### src/rtl/fifo_rr_write_arbiter_pkg.sv
// Shared types and helpers for the round-robin FIFO write arbiter.
package fifo_arb_pkg;

   typedef enum logic {ARB_IDLE, ARB_BURST} arb_state_t;

   // Wrapped increment of a producer pointer, valid for any producer count.
   function automatic int unsigned rr_next(input int unsigned ptr, input int unsigned num_req);
      return (ptr + 1 >= num_req) ? 0 : ptr + 1;
   endfunction

endpackage

### src/rtl/fifo_rr_write_arbiter_rr_pick.sv
// Round-robin winner search: first requester after last_grant, with wrap-around.
module rr_pick
   import fifo_arb_pkg::*;
#(
   parameter int NUM_REQ = 4,
   parameter int IDW     = $clog2(NUM_REQ)
) (
   input  logic [NUM_REQ-1:0] req,
   input  logic [IDW-1:0]     last_grant,
   output logic [IDW-1:0]     winner,
   output logic               any_req
);

   logic [IDW-1:0] cursor;
   logic           found;

   // Walk the ring once starting just after last_grant; the first active request wins.
   always_comb begin
      winner = '0;
      found  = 1'b0;
      cursor = IDW'(rr_next(32'(last_grant), NUM_REQ));
      for (int k = 0; k < NUM_REQ; k++) begin
         if (!found && req[cursor]) begin
            winner = cursor;
            found  = 1'b1;
         end
         cursor = IDW'(rr_next(32'(cursor), NUM_REQ));
      end
   end

   assign any_req = |req;

endmodule

### src/rtl/fifo_rr_write_arbiter.sv
// Shares one FIFO write port between NUM_REQ valid/ready producers, granting
// round-robin bursts of up to MAX_BURST beats and never writing while full.
module fifo_rr_write_arbiter
   import fifo_arb_pkg::*;
#(
   parameter int NUM_REQ   = 4,
   parameter int DATAWIDTH = 8,
   parameter int MAX_BURST = 4
) (
   input  logic                         clk,
   input  logic                         rst_n,
   input  logic [NUM_REQ-1:0]           req_valid,
   input  logic [NUM_REQ*DATAWIDTH-1:0] req_data,
   output logic [NUM_REQ-1:0]           req_ready,
   input  logic                         fifo_full,
   output logic                         fifo_write_en,
   output logic [DATAWIDTH-1:0]         fifo_data_in,
   output logic [$clog2(NUM_REQ)-1:0]   grant_id,
   output logic                         busy
);

   localparam int IDW = $clog2(NUM_REQ);
   localparam int CW  = $clog2(MAX_BURST + 1);
   localparam logic [CW-1:0]  LAST_BEAT = CW'(MAX_BURST - 1);
   localparam logic [IDW-1:0] LAST_ID   = IDW'(NUM_REQ - 1);

   arb_state_t     state, state_next;
   logic [IDW-1:0] grant_next;
   logic [IDW-1:0] last_grant, last_grant_next;
   logic [IDW-1:0] winner;
   logic [CW-1:0]  beat_cnt, beat_cnt_next;
   logic           any_req;
   logic           cur_valid;

   rr_pick #(
      .NUM_REQ (NUM_REQ),
      .IDW     (IDW)
   ) u_rr_pick (
      .req        (req_valid),
      .last_grant (last_grant),
      .winner     (winner),
      .any_req    (any_req)
   );

   assign cur_valid = req_valid[grant_id];

   // State register; last_grant starts at the top so producer 0 wins the first round.
   always_ff @(posedge clk or negedge rst_n) begin
      if (!rst_n) begin
         state      <= ARB_IDLE;
         grant_id   <= '0;
         last_grant <= LAST_ID;
         beat_cnt   <= '0;
      end else begin
         state      <= state_next;
         grant_id   <= grant_next;
         last_grant <= last_grant_next;
         beat_cnt   <= beat_cnt_next;
      end
   end

   // Next-state: arbitrate from IDLE; in a burst, release on drop or last beat, hold on full.
   always_comb begin
      state_next      = state;
      grant_next      = grant_id;
      last_grant_next = last_grant;
      beat_cnt_next   = beat_cnt;
      case (state)
         ARB_IDLE: begin
            if (any_req) begin
               state_next    = ARB_BURST;
               grant_next    = winner;
               beat_cnt_next = '0;
            end
         end
         ARB_BURST: begin
            if (!cur_valid) begin
               state_next      = ARB_IDLE;
               last_grant_next = grant_id;
            end else if (fifo_full) begin
               state_next = ARB_BURST;
            end else if (beat_cnt == LAST_BEAT) begin
               state_next      = ARB_IDLE;
               last_grant_next = grant_id;
            end else begin
               beat_cnt_next = beat_cnt + 1'b1;
            end
         end
         default: state_next = ARB_IDLE;
      endcase
   end

   // Outputs: zero-latency pass-through of the granted producer, gated by the full flag.
   always_comb begin
      req_ready     = '0;
      fifo_write_en = 1'b0;
      fifo_data_in  = '0;
      busy          = 1'b0;
      if (state == ARB_BURST) begin
         busy                = 1'b1;
         req_ready[grant_id] = !fifo_full;
         fifo_write_en       = cur_valid && !fifo_full;
         fifo_data_in        = req_data[grant_id*DATAWIDTH +: DATAWIDTH];
      end
   end

   a_no_write_when_full: assert property (@(posedge clk) disable iff (!rst_n)
      !(fifo_write_en && fifo_full));

   a_ready_onehot0: assert property (@(posedge clk) disable iff (!rst_n)
      $onehot0(req_ready));

endmodule

### config.mk
export PLATFORM = sky130hd
export DESIGN_NAME = fifo_rr_write_arbiter
export DESIGN_NICKNAME = d
export VERILOG_FILES = /design/src/rtl/fifo_rr_write_arbiter_pkg.sv /design/src/rtl/fifo_rr_write_arbiter_rr_pick.sv /design/src/rtl/fifo_rr_write_arbiter.sv
export SDC_FILE = /design/constraint.sdc
export NUM_CORES = 1
export LEC_CHECK = 0
export CAP_MARGIN = 0
export CORE_ASPECT_RATIO = 1.75
export CORE_MARGIN = 2
export CORE_UTILIZATION = 43
export CTS_CLUSTER_DIAMETER = 60
export DETAILED_ROUTE_END_ITERATION = 10
export PLACE_DENSITY = 0.87
export SYNTH_ARGS = -nofsm -noshare
export SYNTH_HDL_FRONTEND = slang
export SYNTH_SLANG_ARGS = --single-unit
### constraint.sdc
create_clock -name clk -period 5.55 [get_ports clk]
set_input_delay 1.11 -clock clk [delete_from_list [all_inputs] [get_ports clk]]
set_output_delay 1.11 -clock clk [all_outputs]
set_load 0.05 [all_outputs]
==> out/results.ini, run 1 <==
[global_routing]
globalRouteTotalUtil_pct=23.5
grt_max_degree=17
use_met2_pct=42.7
grt_pass1_vias=1118
grt_pass1_wl_mm=4.82
busiest_layer=met2
grtUsageMet3_pct=4.49
grt_remaining_overflow=0
antenna_found_initial=0
met1_usage_pct=24.5

[detailed_routing]
viasPerCell=6.02
drt_iter0_markers=35
drt-total-wl_mm=3.02
drt_pass1_iterations=4
detail_route.wl_per_cell_um=16.3
ant_nets=0
vias=1120
drc=0

[setup_path]
cp_max_fo=13
start_kind=input pin
crit_path_end_kind=primary output
cp.required_ns=4.44
reg2reg_depth=6
worst_ep_arrival_time_ns=3.24
critPathKind=input pin to primary output

[final_layout]
area_growth_pct=52.3
fin_area_sq_um=1600
fillers=193
fin_cells=186
utilization_pct=69.3
antenna_cells=0
drive_gt1_share_pct=11.2
finalNetCount=204

[sta]
drv_slew=0
fin_crit_sh_pct=78.4
timing.slew.headroom_pct=53.8
max_freq_mhz=230
min_period_ns=4.35
setup_tns_ns=0
hold_viol=0
fin_worst_skew_ns=0.00720
tightest_slew_ns=0.693
setup_viol=0
rsz0062_at_grt=no

[logic_synthesis]
synth.ff_latch_count=8
synth_top_area_share_pct=17.2
yosysWarningCount=0
async_reset_ff_share_pct=100
synthFlopType=dfrtp_1
syn_avg_cell_area_sq_um=9.04
synth_nets=158
yosysSeqAreaShare_pct=19.3
synth_area_sq_um=1050
syn_inst=116
synth_cell_type_count=46
synth_top_area_cell=mux4_2
synth-edff-count=0
yosys-top-cells-area=mux4_2 (17%), dfrtp_1 (14%), o21ai_0 (5.7%)

[placed_design]
dp_cells=182
place_area_sq_um=1550
place.gp.congestion=0.839
io_buffers=54
hpwl_mm=2.39

[clock_network]
cts_root_buf=clkbuf_8
numCtsBuffers=3
cts_sinks=8
cts.htree.levels=1
postCtsSetupRepairBufs=0
postCtsResizedCells=0
postCtsHoldBufs=0
clk_pin_slew_worst_paths_ns=0.04
cts_buffer_depth=2
clk_latency_ns=0.24
cts_tree=yes

[floorplan]
fp-row-count=23
io_pins=55
fp.dieW_um=41.3
die_h_um=69.3
initial_utilization_pct=45.5
dieArea_sq_um=2860
coreArea_sq_um=2300

[power_and_ir_drop]
p_seq_share_pct=18.0
power_density_nw_per_um2=559
power_w=0.000893
p_switching_w=0.000464
max-vdd-ir-drop_v=0.000336
p_int_w=0.000429
p_leak_nw=0.596
pwr-share-comb_pct=73.7
p_clk_share_pct=8.4
swShare_pct=52.0

[run]
maxCapViolCount=0

[hold_path]
holdPathStages=1
hold_path.class=flip-flop to flip-flop

[outcome]
status=completed

[sequential cells by signal, indices dropped and copies added, names as in the netlist]
name / count
beat_cnt: 3
grant_id: 2
last_grant: 2
state: 1
[worst paths after layout]
kind | startpoint | end | slack, ns
max | req_valid[3] | fifo_write_en | 1.20
min | beat_cnt[0]$_DFFE_PN0P_ | beat_cnt[0]$_DFFE_PN0P_ | 0.51
max reg2reg | last_grant[0]$_DFFE_PN1P_ | grant_id[0]$_DFFE_PN0P_ | 3.38
min reg2reg | beat_cnt[0]$_DFFE_PN0P_ | beat_cnt[0]$_DFFE_PN0P_ | 0.51
max in group asynchronous | rst_n | last_grant[1]$_DFFE_PN1P_ | 4.10
min in group asynchronous | rst_n | beat_cnt[2]$_DFFE_PN0P_ | 1.14
[cells in the final DEF, fill, tap and decap left out, types with 4 or more instances in the layout]
cell type and instances:
clkdlybuf4s50_1 54, o21ai_0 12, mux4_2 8, and2_1 8, nand2_1 7, dfrtp_1 6
nor2_1 5, inv_1 4, nand2b_1 4, a21oi_1 4, nand3_1 4
[power by group through the flow]
stage	Combinational, W	Clock, W	Sequential, W
global route	0.000712	0.0000789	0.000169
floorplan	0.000509	0	0.000141
CTS	0.000661	0.0000765	0.000163
finish	0.000658	0.0000746	0.000160
detailed placement	0.000659	0	0.000163
global placement	0.000645	0	0.000159
[synthesized netlist by cell type (all sizes together) (3+ instances only)]
| master | n |
|---|---|
| o21ai | 12 |
| buf | 10 |
| and2 | 9 |
| mux4 | 9 |
| nand2 | 7 |
| dfrtp | 6 |
| nand2b | 5 |
| nor2 | 5 |
| a21oi | 4 |
| inv | 4 |
| nand3 | 4 |
| clkbuf | 3 |
| ha | 3 |
| nor4 | 3 |
[cell type report]
type	instances	area (sq um)	area share (%)
multi-input combinational	91	762	47.7
inverter	4	15.0	0.940
timing repair buffer	54	541	33.9
tap	25	31.3	1.96
clock buffer	4	45.0	2.82
sequential	8	203	12.7
[logic make-up (layout without fill, tap and decap cells)]
logic type	count (synthesis)	after routing	share of synthesized area, %
AO/OA/AOI/OAI	30	30	19.6
XOR/XNOR	1	1	0.835
adder cells (fa/ha/maj)	3	3	3.58
buffers and inverters	17	62	7.99
flip-flops	8	8	19.3
multiplexers	13	13	23.7
AND/OR/NAND/NOR	44	44	24.9
[worst max-delay path, cell delays in order]
cell and delay, ns:
clkdlybuf4s50_1 0.61, mux4_2 0.61, and2_4 0.20, clkdlybuf4s50_1 0.70
[stage by stage]
stage                     worst slack [ns]  hold WS, ns
final                                 1.20        0.510
after global routing                  1.16        0.553
after CTS                             1.21        0.516
after detailed placement              1.21        0.500
after global placement                1.24        0.481
after floorplan                       1.94        0.463
[per-layer routing]
metal  part of all wire [%]  wire, um  vias to the layer above
met5                      0         0                        -
met3                     10       301                        5
met2                     56      1680                       55
met4                    1.3        38                        0
li1                       -         -                      526
met1                     33       999                      534
Power figures use the tool's default switching activity.
==> run 2: changes to the inputs <==
--- a/config.mk
+++ b/config.mk
@@ -8,10 +8,10 @@
 export CAP_MARGIN = 0
 export CORE_ASPECT_RATIO = 1.75
 export CORE_MARGIN = 2
-export CORE_UTILIZATION = 43
+export CORE_UTILIZATION = 36
 export CTS_CLUSTER_DIAMETER = 60
 export DETAILED_ROUTE_END_ITERATION = 10
-export PLACE_DENSITY = 0.87
+export PLACE_DENSITY = 0.78
 export SYNTH_ARGS = -nofsm -noshare
 export SYNTH_HDL_FRONTEND = slang
 export SYNTH_SLANG_ARGS = --single-unit
==> constraint.sdc (replaced) <==
create_clock -name clk -period 3.6 [get_ports clk]
set_input_delay 0.72 -clock clk [delete_from_list [all_inputs] [get_ports clk]]
set_output_delay 0.72 -clock clk [all_outputs]
set_load 0.05 [all_outputs]
==> run 2 against run 1 <==
Critical path depth is 1 lower. Setup slack worse by 0.82 ns. Routed wire length is 3.6% higher. Power is 54% higher. Cell area is 1.9% higher. Combinational power is 55% higher. Sequential share of layout area is 0.23 points lower. Sequential cell count stayed put.
==> out/results.ini, run 2 (synthesis gave the netlist of run 1 again) <==
[setup_path]
critPathKind=flip-flop to primary output
critical_path.cell_chain=mux4_1 > and2_1 > clkdlybuf4s50_1
crit_path_end_kind=primary output
slowest_delay_ns=0.77
cp_max_fo=16
cp.required_ns=2.88
worst_ep_arrival_time_ns=2.50
start_kind=flip-flop
cpMaxStageDelayCell=dfrtp_1
reg2reg_setup_slack_ns=1.44

[detailed_routing]
detail_route.wl_per_cell_um=16.3
drt_pass1_iterations=4
drt_iter0_markers=17
viasPerCell=5.97
ant_nets=0
drc=0
vias=1147
drt-total-wl_mm=3.13

[global_routing]
grt_remaining_overflow=0
grt_pass1_vias=1100
grt_max_degree=17
globalRouteTotalUtil_pct=18.6
antenna_found_initial=0
grt_pass1_wl_mm=4.85

[final_layout]
antenna_cells=0
multiInputGateArea_sq_um=762
largestRegisters=beat_cnt: 3 flops, grant_id: 2 flops, last_grant: 2 flops
final_common_cell=clkdlybuf4s50_1
regArea_sq_um=203
fillers=255
layout_common_cells=clkdlybuf4s50_1 (53), o21ai_0 (12), mux4_2 (8), and2_1 (8), nand2_1 (7)
largest_reg_flops=3
area_growth_pct=55.1
finalNetCount=208
fin_area_sq_um=1630
top_register=beat_cnt
drive_gt1_share_pct=13.9

[sta]
rsz0062_at_grt=no
setup_tns_ns=0
setup_viol=0
fin_crit_sh_pct=89.4
drv_slew=0
hold_viol=0
hold_slack_ns=0.503
setup_ws_ns=0.383
min_period_ns=3.22
max_freq_mhz=311
fin_worst_skew_ns=0.00361
timing.slew.headroom_pct=54.5
tightest_slew_ns=0.682

[clock_network]
cts.htree.levels=1
cts_root_buf=clkbuf_8
cts_sinks=8
cts_tree=yes
postCtsHoldBufs=0
postCtsResizedCells=0
clk_latency_ns=0.22
cts_buffer_depth=2
numCtsBuffers=3
postCtsSetupRepairBufs=0
clk_pin_slew_worst_paths_ns=0.04

[power_and_ir_drop]
p_switching_w=0.000709
p_leak_nw=0.617
max-vdd-ir-drop_v=0.000363
power_w=0.00137
p_clk_share_pct=7.9
swShare_pct=51.7
power_density_nw_per_um2=843
p_seq_share_pct=17.7
p_int_w=0.000662
pwr-share-comb_pct=74.3

[floorplan]
coreArea_sq_um=2750
die_h_um=75.4
io_pins=55
fp-row-count=25
fp.dieW_um=44.8
dieArea_sq_um=3380
initial_utilization_pct=38.1

[run]
maxCapViolCount=0

[outcome]
status=completed

[placed_design]
io_buffers=54
dp_slack_ns=0.400
place_area_sq_um=1580
place.gp.congestion=0.881
hpwl_mm=2.51

[hold_path]
hold_path.class=flip-flop to flip-flop

-- run 2: metal layers --
metal,vias to the layer above,global-route usage [%],wire (um)
met5,-,0,0
met4,0,4.25,44
met3,7,3.79,354
met2,64,36.7,1650
met1,542,19.4,1080
li1,534,-,-
-- run 2: final cells by class --
class                   count  area share (%)
multi-input cells          91            46.8
repair buffers             58            34.9
flip-flops and latches      8            12.5
clock buffers               4            2.77
well taps                  27            2.08
inverters                   4           0.923
-- run 2: final timing paths --
path,startpoint,end,cells past startpoint
max in group asynchronous,rst_n,last_grant[0]$_DFFE_PN1P_,1
min,beat_cnt[2]$_DFFE_PN0P_,beat_cnt[2]$_DFFE_PN0P_,2
max reg2reg,last_grant[0]$_DFFE_PN1P_,grant_id[1]$_DFFE_PN0P_,6
max,grant_id[0]$_DFFE_PN0P_,fifo_data_in[3],3
min in group asynchronous,rst_n,beat_cnt[1]$_DFFE_PN0P_,1
min reg2reg,beat_cnt[2]$_DFFE_PN0P_,beat_cnt[2]$_DFFE_PN0P_,2
-- run 2: worst max-delay path: cells and delay by family (launching register included) --
family | cells | cell delay [ns]
simple gates | 1 | 0.17
mux | 1 | 0.63
buf+inv | 1 | 0.69
flops | 1 | 0.77
-- run 2: through the flow --
| stage | utilization [%] | std cells |
|---|---|---|
| global placement | 57.5 | 188 |
| finish | 59.1 | 192 |
| floorplan | - | 116 |
| CTS | 59.1 | 192 |
| global route | 59.1 | 192 |
| detailed placement | 57.5 | 188 |
-- run 2: power groups by stage --
stage                     Combinational, W  Sequential [W]  Clock (W)
after floorplan                   0.000784        0.000217          0
after global placement            0.000996        0.000244          0
after detailed placement           0.00102        0.000247          0
after CTS                          0.00102        0.000246   0.000110
after global routing               0.00109        0.000259   0.000117
final                              0.00102        0.000243   0.000109
==> RTL change: new RTL, settings of run 2 <==
Make the reset (`rst_n`) synchronous in one clocked block.
--- a/src/rtl/fifo_rr_write_arbiter.sv
+++ b/src/rtl/fifo_rr_write_arbiter.sv
@@ -46,5 +46,5 @@
 
    // State register; last_grant starts at the top so producer 0 wins the first round.
-   always_ff @(posedge clk or negedge rst_n) begin
+   always_ff @(posedge clk) begin
       if (!rst_n) begin
          state      <= ARB_IDLE;
Formal check against the unedited RTL: differs if rst_n is asserted again (counterexample within 4 cycles, from zero or initial values and one cycle with rst_n low); with rst_n held inactive, the same outputs for 10 cycles.
==> RTL change against run 2 <==
  * Sequential share of layout area shrank 2.2 points
  * Final cell count unchanged
  * Sequential cell count unchanged
  * Final area is 3.9% lower
  * Synthesized area is 3.8% lower
  * Highest routed layer unchanged
  * Critical endpoint is now req_ready[0]
  * Setup slack got worse by 0.058 ns
  * Routed wire length is 2.6% lower
  * Count of clock-buffer cells in the layout is 1 lower
  * Clock skew is 0.0015 ns lower
Power is not compared: it rests on default switching activity, and its combinational part moved more than twofold at a synthesized area within 25%.
==> RTL change: results <==
[outcome]
status = "finished clean"

[route]
via_count = 1124
drt_iter0_drc = 31
vias_per_cell = 5.85
routed.top_layer = "met4"
m1WireLength_um = 1010
drc_errors = 0
wl_met3_um = 212
wl_met2_um = 1780
wirelength_um = 3050
drtPass1Iterations = 4

[timing]
fin_skew_ns = 0.00211
maxSlewHeadroom_pct = 52.2

[clock_network]
cts_resized = 0
clk_path_buf_depth = 2
clk_pin_slew_ns = 0.04
cts-buffers-inserted = 3

[synthesis]
yosys.cell_types.count = 44
synth_ff_type = "dfxtp_1"
synthTopCellsByCount = "and2_1, o21ai_0, nor2_1, dfxtp_1, inv_1"
ys_seq_area_share_pct = 15.9
synth_cells = 115
yosysWarnings = 0
syn-num-nets = 157
synthMuxAreaShare_pct = 22.6
synthArstFlopShare_pct = 0
synth-compound-area-share_pct = 21.2
synth_area_leaders = "dfxtp_1, mux4_2, mux4_1"
synth_fa_ha_area_share_pct = 3.72
synth-xor-area-share_pct = 0.868

[final_layout]
finalNetCount = 209
n_antenna_cell = 0
drive_above_1_share_pct = 12.7

[place]
post-place-ws_ns = 0.347
dp_hpwl_um = 2450
post-place-cells = 189
gp_congestion = 0.922
placed_cell_area_um2 = 1520
portBuffers = 54

[min_path]
min-delay-path-class = "reg2reg"

[grt]
gr-usage-met1_pct = 18.9
grt_max_degree = 18
track_usage_pct = 19.2
grt_use_met3_pct = 1.70
grt_pass1_wl_um = 4870
met2_usage_pct = 40.4

[power_and_ir_drop]
ir_drop_v = 0.000162
power.switching_uw = 223
clkPwrFrac_pct = 19.2

[setup_path]
worst_ep_arrival_time_ns = 2.55
slowest_delay_ns = 0.83
cpMaxStageDelayCell = "clkdlybuf4s50_1"
cp_max_fo = 6
==> RTL change: final cells by class <==
type,count,area [µm²]
Inverter,8,30.0
Fill cell,232,1130
Timing Repair Buffer,58,568
Multi-Input combinational cell,88,729
Sequential cell,8,160
Tap cell,27,33.8
Clock buffer,3,41.3
==> RTL change: path summary, 6_finish.rpt <==
| kind | to | from | slack, ns | cells past startpoint |
|---|---|---|---|---|
| worst max-delay path | req_ready[0] | fifo_full | 0.33 | 4 |
| worst min-delay path | last_grant[1]$_SDFFE_PN1P_ | last_grant[1]$_SDFFE_PN1P_ | 0.51 | 2 |
| worst max register to register | last_grant[1]$_SDFFE_PN1P_ | grant_id[1]$_SDFFE_PN0P_ | 1.56 | 5 |
| worst min register to register | last_grant[1]$_SDFFE_PN1P_ | last_grant[1]$_SDFFE_PN1P_ | 0.51 | 2 |
==> RTL change: worst max-delay path, delay by kind of cell <==
kind | cells | cell delay, ns
buf+inv | 2 | 1.27
simple gates | 2 | 0.55
